`config.mk`:
```
export PLATFORM = sky130hd
export DESIGN_NAME = pc_gen_flat
export DESIGN_NICKNAME = d
export VERILOG_FILES = /design/src/rtl/pc_pkg.sv /design/src/rtl/pc_gen_if.sv /design/src/rtl/pc_pending_latch.sv /design/src/rtl/pc_gen.sv /design/src/flat_wrapper.sv
export SDC_FILE = /design/constraint.sdc
export NUM_CORES = 1
export LEC_CHECK = 0
export BUFFER_PORTS_ARGS = -buffer_cell sky130_fd_sc_hd__clkbuf_2
export CORE_MARGIN = 2
export CORE_UTILIZATION = 24
export DETAILED_ROUTE_END_ITERATION = 16
export GPL_TIMING_DRIVEN = 0
export PLACE_DENSITY_LB_ADDON = 0.2
export SLEW_MARGIN = 20
export SYNTH_ARGS = -nofsm -noshare
export SYNTH_HDL_FRONTEND = slang
export SYNTH_HIERARCHICAL = 1
export SYNTH_SLANG_ARGS = --single-unit
export TNS_END_PERCENT = 5
```
`constraint.sdc`:
```
create_clock -name clk -period 1.9 [get_ports clk]
set_input_delay 0.19 -clock clk [delete_from_list [all_inputs] [get_ports clk]]
set_output_delay 0.19 -clock clk [all_outputs]
set_load 0.01 [all_outputs]
```
`src/rtl/pc_pkg.sv`:
```
// Shared encodings and helpers for the program-counter generator.
package pc_pkg;

  localparam logic [2:0] PC_SRC_SEQ   = 3'b000;
  localparam logic [2:0] PC_SRC_BR    = 3'b001;
  localparam logic [2:0] PC_SRC_J     = 3'b010;
  localparam logic [2:0] PC_SRC_JR    = 3'b011;
  localparam logic [2:0] PC_SRC_ILLOP = 3'b100;
  localparam logic [2:0] PC_SRC_XADR  = 3'b101;

  // Vector entries (illop/xadr) and misaligned JR enter the exception vector path.
  function automatic logic is_exc_class(input logic [2:0] src, input logic misaligned);
    return src[2] | ((src == PC_SRC_JR) & misaligned);
  endfunction

endpackage

```
`src/rtl/pc_gen_if.sv`:
```
// Fetch-control bundle between the core control logic and the PC generator.
interface pc_gen_if #(
  parameter int unsigned WIDTH = 32
) ();

  logic             stall;
  logic [2:0]       pc_src;
  logic             branch_taken;
  logic [WIDTH-1:0] branch_target;
  logic [25:0]      jump_index;
  logic [WIDTH-1:0] jr_target;
  logic [WIDTH-1:0] pc;
  logic [WIDTH-1:0] pc_plus;
  logic             supervisor;
  logic             redirect;
  logic             misalign_exc;
  logic [WIDTH-1:0] epc;

  modport master (
    output stall, pc_src, branch_taken, branch_target, jump_index, jr_target,
    input  pc, pc_plus, supervisor, redirect, misalign_exc, epc
  );

  modport slave (
    input  stall, pc_src, branch_taken, branch_target, jump_index, jr_target,
    output pc, pc_plus, supervisor, redirect, misalign_exc, epc
  );

endinterface

```
`src/rtl/pc_pending_latch.sv`:
```
// Holds a redirect presented while fetch is stalled, so it can be replayed on release.
module pc_pending_latch #(
  parameter int unsigned WIDTH = 32
) (
  input  logic             clk,
  input  logic             reset,
  input  logic             stall,
  input  logic             new_redir_i,
  input  logic             new_exc_i,
  input  logic             new_mis_i,
  input  logic [WIDTH-1:0] new_target_i,
  output logic             pend_valid_o,
  output logic             pend_exc_o,
  output logic             pend_mis_o,
  output logic [WIDTH-1:0] pend_target_o
);

  logic             valid_q, valid_d;
  logic             exc_q, exc_d;
  logic             mis_q, mis_d;
  logic [WIDTH-1:0] target_q, target_d;
  logic             capture;

  // A stored exception is never displaced by an ordinary redirect.
  assign capture = stall & new_redir_i & ~(valid_q & exc_q & ~new_exc_i);

  always_comb begin
    valid_d  = valid_q;
    exc_d    = exc_q;
    mis_d    = mis_q;
    target_d = target_q;
    if (stall) begin
      if (capture) begin
        valid_d  = 1'b1;
        exc_d    = new_exc_i;
        mis_d    = new_mis_i;
        target_d = new_target_i;
      end
    end else begin
      valid_d = 1'b0;
    end
  end

  always_ff @(posedge clk) begin
    if (!reset) begin
      valid_q  <= 1'b0;
      exc_q    <= 1'b0;
      mis_q    <= 1'b0;
      target_q <= '0;
    end else begin
      valid_q  <= valid_d;
      exc_q    <= exc_d;
      mis_q    <= mis_d;
      target_q <= target_d;
    end
  end

  assign pend_valid_o  = valid_q;
  assign pend_exc_o    = exc_q;
  assign pend_mis_o    = mis_q;
  assign pend_target_o = target_q;

endmodule

```
`src/rtl/pc_gen.sv`:
```
// Next-PC selection for the IF stage: sequential, branch, jump, JR and vector entry,
// with stall-time redirect capture, EPC recording and registered flush pulses.
module pc_gen
  import pc_pkg::*;
#(
  parameter int unsigned     WIDTH     = 32,
  parameter logic [WIDTH-1:0] RESET_VEC = 32'h8000_0000,
  parameter logic [WIDTH-1:0] ILLOP_VEC = 32'h8000_0004,
  parameter logic [WIDTH-1:0] XADR_VEC  = 32'h8000_0008,
  parameter int unsigned     STEP      = 4
) (
  input logic       clk,
  input logic       reset,
  pc_gen_if.slave   pc_bus
);

  localparam logic [WIDTH-2:0] StepW = (WIDTH-1)'(STEP);

  logic [WIDTH-1:0] pc_q, pc_d;
  logic [WIDTH-1:0] epc_q, epc_d;
  logic             redirect_q, redirect_d;
  logic             mis_q, mis_d;

  logic             sup;
  logic [WIDTH-2:0] pc_plus_low;
  logic             jr_mis;
  logic [WIDTH-1:0] new_target;
  logic             new_redir, new_exc, new_mis;
  logic             pend_valid, pend_exc, pend_mis;
  logic [WIDTH-1:0] pend_target;
  logic             use_pend;
  logic [WIDTH-1:0] apply_target;
  logic             apply_redir, apply_exc, apply_mis;
  logic             unused_bt_msb;

  assign sup           = pc_q[WIDTH-1];
  assign pc_plus_low   = pc_q[WIDTH-2:0] + StepW;
  assign jr_mis        = |pc_bus.jr_target[1:0];
  assign unused_bt_msb = pc_bus.branch_target[WIDTH-1];

  always_comb begin
    new_target = {sup, pc_plus_low};
    new_redir  = 1'b0;
    new_mis    = 1'b0;
    case (pc_bus.pc_src)
      PC_SRC_SEQ: ;
      PC_SRC_BR: begin
        if (pc_bus.branch_taken) begin
          new_target = {sup, pc_bus.branch_target[WIDTH-2:0]};
          new_redir  = 1'b1;
        end
      end
      PC_SRC_J: begin
        new_target = {sup, pc_plus_low[WIDTH-2:28], pc_bus.jump_index, 2'b00};
        new_redir  = 1'b1;
      end
      PC_SRC_JR: begin
        new_target = jr_mis ? XADR_VEC : pc_bus.jr_target;
        new_mis    = jr_mis;
        new_redir  = 1'b1;
      end
      PC_SRC_ILLOP: begin
        new_target = ILLOP_VEC;
        new_redir  = 1'b1;
      end
      default: begin
        new_target = XADR_VEC;
        new_redir  = 1'b1;
      end
    endcase
  end

  assign new_exc = new_redir & is_exc_class(pc_bus.pc_src, jr_mis);

  pc_pending_latch #(
    .WIDTH(WIDTH)
  ) u_pend (
    .clk          (clk),
    .reset        (reset),
    .stall        (pc_bus.stall),
    .new_redir_i  (new_redir),
    .new_exc_i    (new_exc),
    .new_mis_i    (new_mis),
    .new_target_i (new_target),
    .pend_valid_o (pend_valid),
    .pend_exc_o   (pend_exc),
    .pend_mis_o   (pend_mis),
    .pend_target_o(pend_target)
  );

  // On release a new redirect wins unless it would displace a pending exception.
  assign use_pend     = pend_valid & ~(new_redir & ~(pend_exc & ~new_exc));
  assign apply_target = use_pend ? pend_target : new_target;
  assign apply_redir  = use_pend | new_redir;
  assign apply_exc    = use_pend ? pend_exc : new_exc;
  assign apply_mis    = use_pend ? pend_mis : new_mis;

  always_comb begin
    pc_d       = pc_q;
    epc_d      = epc_q;
    redirect_d = 1'b0;
    mis_d      = 1'b0;
    if (!pc_bus.stall) begin
      pc_d       = apply_target;
      redirect_d = apply_redir;
      mis_d      = apply_mis;
      if (apply_exc) epc_d = pc_q;
    end
  end

  always_ff @(posedge clk) begin
    if (!reset) begin
      pc_q       <= RESET_VEC;
      epc_q      <= '0;
      redirect_q <= 1'b0;
      mis_q      <= 1'b0;
    end else begin
      pc_q       <= pc_d;
      epc_q      <= epc_d;
      redirect_q <= redirect_d;
      mis_q      <= mis_d;
    end
  end

  assign pc_bus.pc           = {1'b0, pc_q[WIDTH-2:0]};
  assign pc_bus.pc_plus      = {1'b0, pc_plus_low};
  assign pc_bus.supervisor   = sup;
  assign pc_bus.redirect     = redirect_q;
  assign pc_bus.misalign_exc = mis_q;
  assign pc_bus.epc          = epc_q;

endmodule
```
`src/flat_wrapper.sv`:
```
// flat-port wrapper written by rule: the top's interface ports become plain ports
module pc_gen_flat import pc_pkg::*;
#(
  parameter int unsigned     WIDTH     = 32,
  parameter logic [WIDTH-1:0] RESET_VEC = 32'h8000_0000,
  parameter logic [WIDTH-1:0] ILLOP_VEC = 32'h8000_0004,
  parameter logic [WIDTH-1:0] XADR_VEC  = 32'h8000_0008,
  parameter int unsigned     STEP      = 4
)
  (clk, reset, pc_bus_stall, pc_bus_pc_src, pc_bus_branch_taken, pc_bus_branch_target, pc_bus_jump_index, pc_bus_jr_target, pc_bus_pc, pc_bus_pc_plus, pc_bus_supervisor, pc_bus_redirect, pc_bus_misalign_exc, pc_bus_epc);
  pc_gen_if #(.WIDTH(WIDTH)) pc_bus_i ();
  input logic clk;
  input logic reset;
  input wire logic [$bits(pc_bus_i.stall)-1:0] pc_bus_stall;
  input wire logic [$bits(pc_bus_i.pc_src)-1:0] pc_bus_pc_src;
  input wire logic [$bits(pc_bus_i.branch_taken)-1:0] pc_bus_branch_taken;
  input wire logic [$bits(pc_bus_i.branch_target)-1:0] pc_bus_branch_target;
  input wire logic [$bits(pc_bus_i.jump_index)-1:0] pc_bus_jump_index;
  input wire logic [$bits(pc_bus_i.jr_target)-1:0] pc_bus_jr_target;
  output wire logic [$bits(pc_bus_i.pc)-1:0] pc_bus_pc;
  output wire logic [$bits(pc_bus_i.pc_plus)-1:0] pc_bus_pc_plus;
  output wire logic [$bits(pc_bus_i.supervisor)-1:0] pc_bus_supervisor;
  output wire logic [$bits(pc_bus_i.redirect)-1:0] pc_bus_redirect;
  output wire logic [$bits(pc_bus_i.misalign_exc)-1:0] pc_bus_misalign_exc;
  output wire logic [$bits(pc_bus_i.epc)-1:0] pc_bus_epc;
  assign pc_bus_i.stall = pc_bus_stall;
  assign pc_bus_i.pc_src = pc_bus_pc_src;
  assign pc_bus_i.branch_taken = pc_bus_branch_taken;
  assign pc_bus_i.branch_target = pc_bus_branch_target;
  assign pc_bus_i.jump_index = pc_bus_jump_index;
  assign pc_bus_i.jr_target = pc_bus_jr_target;
  assign pc_bus_pc = pc_bus_i.pc;
  assign pc_bus_pc_plus = pc_bus_i.pc_plus;
  assign pc_bus_supervisor = pc_bus_i.supervisor;
  assign pc_bus_redirect = pc_bus_i.redirect;
  assign pc_bus_misalign_exc = pc_bus_i.misalign_exc;
  assign pc_bus_epc = pc_bus_i.epc;
  pc_gen #(.WIDTH(WIDTH), .RESET_VEC(RESET_VEC), .ILLOP_VEC(ILLOP_VEC), .XADR_VEC(XADR_VEC), .STEP(STEP)) u_core (.clk(clk), .reset(reset), .pc_bus(pc_bus_i));
endmodule
```
==> results of run 1 <==
==> synthesized netlist by cell type, types with 2 or more instances <==
| library cell | n | area share [%] |
|---|---|---|
| a21oi_1 | 15 | 1.3 |
| dfxtp_1 | 101 | 36 |
| and3_1 | 4 | 0.45 |
| a2bb2oi_1 | 5 | 0.78 |
| and2_1 | 3 | 0.34 |
| a221oi_1 | 2 | 0.31 |
| nor2_1 | 34 | 2.3 |
| mux2i_1 | 38 | 6.8 |
| o21a_1 | 2 | 0.27 |
| nor2b_1 | 3 | 0.34 |
| nand3_1 | 38 | 3.4 |
| nor4_1 | 5 | 0.56 |
| o31ai_1 | 4 | 0.54 |
| buf_2 | 11 | 0.98 |
| clkbuf_1 | 32 | 2.1 |
| buf_6 | 3 | 0.60 |
| or2_2 | 2 | 0.22 |
| o21ai_0 | 20 | 1.8 |
| a211oi_1 | 2 | 0.27 |
| buf_8 | 3 | 0.80 |
| xor2_1 | 5 | 0.78 |
| nor3_1 | 11 | 0.98 |
| o221ai_1 | 6 | 0.94 |
| inv_1 | 22 | 1.5 |
| clkbuf_8 | 6 | 1.5 |
| o2111ai_1 | 3 | 0.47 |
| a22oi_1 | 2 | 0.27 |
| a311o_1 | 2 | 0.36 |
| nor4b_1 | 2 | 0.31 |
| nand4_1 | 8 | 0.89 |
| o311a_1 | 5 | 0.89 |
| nand2_1 | 168 | 11 |
| or3_1 | 4 | 0.45 |
| buf_4 | 4 | 0.54 |
| a22o_1 | 6 | 0.94 |
| xnor2_1 | 20 | 3.1 |
| a21boi_0 | 41 | 5.5 |
| a222oi_1 | 19 | 3.4 |
| o2111a_1 | 2 | 0.40 |
| a221o_1 | 6 | 1.1 |
==> layout make-up <==
| class | instances | area share [%] |
|---|---|---|
| inverters | 23 | 1.07 |
| plain buffers | 59 | 5.11 |
| clock buffers | 14 | 3.16 |
| repair buffers | 229 | 15.9 |
| well taps | 313 | 4.87 |
| multi-input cells | 508 | 43.7 |
| flip-flops and latches | 101 | 26.1 |
| clock inverters | 1 | 0.0934 |
==> worst reg2reg max path, delay by kind of cell (launching register included) <==
family	cells	cell delay, ns
flops	1	0.39
buf+inv	2	0.35
compound gates	3	0.56
simple gates	3	0.94
==> registers in the layout (all words and copies together), names as in the netlist <==
signal                       count
u_core/u_pend/pend_valid_o       1
u_core/u_pend/pend_exc_o         1
u_core/pc_bus.misalign_exc       1
u_core/pc_bus.redirect           1
u_core/pc_q                     32
u_core/u_pend/pend_mis_o         1
u_core/u_pend/pend_target_o     32
u_core/pc_bus.epc               32
==> worst min-delay path by stage <==
stage | slack (ns) | cells after the start | start | endpoint
global placement | 0.44 | 2 | u_core/u_pend/pend_target_o[7] | u_core/u_pend/pend_target_o[7]
finish | 0.12 | 2 | pc_bus_stall | u_core/u_pend/pend_valid_o
floorplan | 0.34 | 1 | pc_bus_stall | u_core/u_pend/pend_valid_o
CTS | 0.11 | 2 | pc_bus_stall | u_core/u_pend/pend_valid_o
detailed placement | 0.45 | 2 | u_core/u_pend/pend_target_o[7] | u_core/u_pend/pend_target_o[7]
global route | 0.14 | 2 | pc_bus_stall | u_core/u_pend/pend_valid_o
==> cells by family (layout without fill, tap and decap cells) <==
| logic type | count (synthesis) | after routing |
|---|---|---|
| AOI/OAI and AO/OA | 150 | 150 |
| DFF | 101 | 101 |
| muxes | 38 | 38 |
| adders and majority gates | 1 | 1 |
| buffers and inverters | 82 | 326 |
| and+or+nand+nor | 291 | 291 |
| xor gates and xnor gates | 26 | 26 |
| other | 1 | 2 |
==> per-stage QoR <==
| step | instances | total power, mW | area, um^2 | hold slack [ns] | utilization [%] |
|---|---|---|---|---|---|
| 2_1_floorplan | 691 | 2.77 | 5690 | 0.338 | - |
| 3_5_place_dp | 1193 | 3.16 | 7030 | 0.447 | 30.9 |
| 5_1_grt | 1248 | 5.16 | 8040 | 0.142 | 35.3 |
| 3_3_place_gp | 1193 | 3.16 | 7020 | 0.443 | 30.8 |
| 6_report | 1248 | 4.95 | 8040 | 0.115 | 35.3 |
| 4_1_cts | 1233 | 4.96 | 7760 | 0.112 | 34.1 |
==> cells in the final DEF (no fill, tap or decap), drive strengths merged, types with 2 or more instances in the layout <==
master	count
nand2	168
or2	2
xnor2	20
nand3	38
o221ai	6
xor2	6
mux2i	38
nor2b	3
a2bb2oi	5
nor4b	3
or3	4
nand4	9
o2111a	2
a211oi	2
nor4	7
dfxtp	101
o311a	5
a21boi	42
a221oi	2
a22o	6
o21ai	20
and3	5
buf	70
a221o	6
conb	2
a21oi	16
nor3	11
o31ai	4
inv	22
a22oi	2
a311o	2
clkbuf	232
and2	3
a222oi	19
nor2	34
o2111ai	3
o21a	2
==> what timing repair did <==
action | in CTS | in global routing
endpoints found under the setup margin | 121 | 117
pin swaps | 25 | 16
gates resized for setup | 82 | 53
setup buffers | 25 | 15
==> routing by layer <==
metal	vias up	wire length, um
met4	0	599
met5	-	0
met3	31	1590
li1	2928	-
met1	2915	11100
met2	244	11200
==> where the power goes <==
group	total (mW)	internal, mW	switching, mW
Clock	1.74	0.922	0.822
Sequential	2.28	2.18	0.0918
Combinational	0.932	0.397	0.535
==> flow_summary.toml, run 1 <==
[run_status]
outcome = "complete, but fails checks"
violations = "setup timing"

[global_route]
grt_max_degree = 15
grt_pass1_vias = 5815
track_usage_pct = 19.7
busiest_layer = "met2"
met2_usage_pct = 31.6
grt_pass1_wl_um = 36100
grtUsageMet3_pct = 3.41
grt_util_met1_pct = 26.6
grt_overflow = 0
antenna_found_initial = 0

[clocking]
clkLatencyLatePin_ns = 0.35
cts_tree = "done"
ctsRootBufferMaster = "clkbuf_16"
hold_buffers = 0
cts.path.max_buffers = 2
path_clk_slew_ns = 0.07
cts.sinks = 101
numCtsBuffers = 9
h-tree-depth = 3

[yosys]
synth_fa_ha_area_share_pct = 0.224
synth_compound_area_share_pct = 21.0
synth-edff-count = 0
synthFlopType = "dfxtp_1"
synth_cell_types = 61
ys_warn_count = 6
synth_simple_gate_area_share_pct = 23.5
synth_top_family_by_area = "simple AND/OR/NAND/NOR gates"
ys_ff_latch = 101
avgSynthCellArea_um2 = 8.11
synthCells = 690
synth_xor_area_share_pct = 4.20
synth_area_mm2 = 0.00560
synth_seq_area_share_pct = 36.1
synth.mux.area_fraction_pct = 6.80
synthArstFlopShare_pct = 0

[timing]
rsz0062_at_grt = "yes"
fin_skew_ns = 0.00835
fin_ws_ns = -0.483
slew_violations = 0
fin_setup_tns_ns = -8.82
setup_viol = 48
tightest_slew_ns = 0.690
finalHoldViolCount = 0
period_needed_ns = 2.38
slew_headroom_pct = 54.0
fin_crit_sh_pct = 125
fmax_mhz = 420

[critical_path]
cp-startpoint = "u_core/pc_q[3]"
rr_worst_depth = 8
cp_top_family = "simple AND/OR/NAND/NOR gates"
cp-start-kind = "flip-flop"
path_depth = 5
path_cells = "nand4_1 > or4_4 > o31a_4 > or2_4 > clkbuf_2"
crit_buf_inv = 1
crit_end = "pc_bus_pc_plus[25]"
slowest_delay_ns = 0.61
worstSetupEndpointType = "primary output"
r2r_slack_ns = -0.41
r2r_end = "u_core/pc_q[25]"
path_class = "flip-flop to primary output"
timing.rr.start = "u_core/pc_q[3]"
crit_required_ns = 1.71
path_max_fanout = 4
arrival_ns = 2.19
cp_slowest_cell = "or4_4"

[floorplanning]
initial_utilization_pct = 24.6
rows = 55
ios = 196
coreArea_mm2 = 0.0228
die_area_mm2 = 0.0246
die_y_um = 157
fp.dieW_um = 157

[drt]
routedWlPerCell_um = 19.6
drtPass1Iterations = 9
remaining_drc_errors = 0
drtAntennaViolNets = 0
drt_first_iter_violations = 491
routed_via_density = 4.90
route.vias.total = 6118
routed_wirelength_um = 24500

[placement]
dp_slack_ns = -1.24
place_congestion = 0.799
hpwl_um = 18100
port-buffer-count = 189

[layout]
syn2layout_area_growth_pct = 43.6
layout.nets = 1029
multi_input_area_mm2 = 0.00351
antennaDiodeCount = 0
fill_cells = 2432
seq_area_mm2 = 0.00209
drive_above_1_share_pct = 39.5

[power]
ir_worst_vdd_mv = 0.323
leakagePower_nw = 3.60
power_density_mw_per_mm2 = 616

[worst_hold_path]
hp-class = "input pin to flip-flop"

[job]
max_cap_viol_count = 0
Note: power is estimated with default switching activity, not from simulation.
==> run 2, diff against run 1 <==
==> constraint.sdc (replaced) <==
create_clock -name clk -period 1.9 [get_ports clk]
set_input_delay 0 -clock clk [delete_from_list [all_inputs] [get_ports clk]]
set_output_delay 0 -clock clk [all_outputs]
set_load 0.01 [all_outputs]
==> flow_summary.toml, run 2 (synthesized netlist as in run 1, its figures left out) <==
[run_status]
outcome = "complete, but fails checks"
violations = "setup timing"

[drt]
routed_wirelength_um = 24400
drt_first_iter_violations = 447
drtAntennaViolNets = 0
route.vias.total = 5941
routed_via_density = 4.79
drtPass1Iterations = 5
routedWlPerCell_um = 19.7
remaining_drc_errors = 0

[global_route]
track_usage_pct = 19.8
grt_pass1_wl_um = 35800
grt_pass1_vias = 5716
grt_overflow = 0
grt_max_degree = 16
antenna_found_initial = 0

[clocking]
cts.path.max_buffers = 2
ctsRootBufferMaster = "clkbuf_16"
numCtsBuffers = 9
cts_tree = "done"
path_clk_slew_ns = 0.07
clkLatencyLatePin_ns = 0.36
h-tree-depth = 3
cts.sinks = 101

[timing]
hold_ws_ns = 0.0422
rsz0062_at_grt = "yes"
fin_ws_ns = -0.304
tightest_slew_ns = 0.821
slew_headroom_pct = 45.2
period_needed_ns = 2.20
fin_skew_ns = 0.00841
slew_violations = 0
setup_viol = 47
fin_crit_sh_pct = 116
fmax_mhz = 454
finalHoldViolCount = 0

[floorplanning]
coreArea_mm2 = 0.0228
die_y_um = 157
rows = 55
fp.dieW_um = 157
die_area_mm2 = 0.0246
ios = 196
initial_utilization_pct = 24.6

[critical_path]
path_cells = "nand4_1 > or3_1 > o31a_4 > buf_6 > o21ai_4 > a311o_1 > a21boi_1"
cp_slowest_cell = "dfxtp_2"
worstSetupEndpointType = "flip-flop"
path_max_fanout = 6
arrival_ns = 2.45
rr_worst_depth = 7
slowest_delay_ns = 0.43
cp-start-kind = "flip-flop"
crit_required_ns = 2.15
path_class = "flip-flop to flip-flop"

[power]
power_density_mw_per_mm2 = 642
ir_worst_vdd_mv = 0.288
leakagePower_nw = 3.52

[layout]
layout_commonest_cell = "clkbuf_2"
drive_above_1_share_pct = 37.2
antennaDiodeCount = 0
syn2layout_area_growth_pct = 41.8
mostFrequentLayoutCells = "195 x clkbuf_2, 168 x nand2_1, 76 x dfxtp_1"
utilization_pct = 34.8
layout.nets = 1020

[placement]
hpwl_um = 18000
port-buffer-count = 189
place_congestion = 0.798

[worst_hold_path]
min_path_cells = 4
hp-class = "input pin to flip-flop"

[job]
max_cap_viol_count = 0
==> run 2: stage by stage <==
step                      cells  cell area, um^2  setup slack, ns  total power [mW]  setup TNS (ns)
after global routing       1240             7940           -0.382              5.32          -14.81
final                      1240             7940           -0.304              5.10           -6.42
after detailed placement   1193             7010            -1.09              3.16          -75.77
after global placement     1193             7000            -1.05              3.16          -78.80
after CTS                  1232             7800           -0.308              5.13           -7.38
after floorplan             691             5670           -0.119              2.77          -0.829
==> run 2: layout make-up <==
class                           count  area, um^2
Buffer                             58         382
Inverter                           23        86.3
Clock inverter                      4        47.5
Clock buffer                       12         246
Tap cell                          313         392
Timing Repair Buffer              221        1240
Multi-Input combinational cell    508        3450
Fill cell                        2438       14800
Sequential cell                   101        2090
==> run 2: path summary, 6_finish.rpt <==
path	to	slack (ns)	from
hold reg to reg	u_core/u_pend/pend_target_o[23]	0.46	u_core/u_pend/pend_target_o[23]
hold / removal	u_core/pc_q[30]	0.04	pc_bus_branch_target[30]
setup / recovery	u_core/pc_q[25]	-0.30	u_core/pc_q[17]
setup reg to reg	u_core/pc_q[25]	-0.30	u_core/pc_q[17]
==> run 2: power by group <==
part / internal, mW / switching, mW / total, mW
Sequential: 2.18 / 0.0974 / 2.28
Combinational: 0.376 / 0.521 / 0.897
Clock: 1.06 / 0.863 / 1.92
Total: 3.61 / 1.48 / 5.10
==> run 2: critical path: cells and delay by family (launching register included) <==
kind | cells | cell delay (ns)
AO/OA/AOI/OAI | 4 | 0.91
AND/OR/NAND/NOR | 2 | 0.63
buffers and inverters | 1 | 0.12
flip-flops | 1 | 0.43
==> run 2: metal layers <==
metal	part of all wire [%]	vias to the layer above	GRT usage, %
met5	0	-	0
met1	46	2814	27.0
li1	-	2916	-
met4	2.3	0	7.34
met2	46	182	31.3
met3	5.2	29	3.27
==> run 2: repair_timing <==
action,in CTS,in global routing
setup endpoints to repair,115,112
hold endpoints to repair,3,0
pin swaps,19,9
resized for setup,87,18
buffers inserted,21,9
hold buffers,2,0
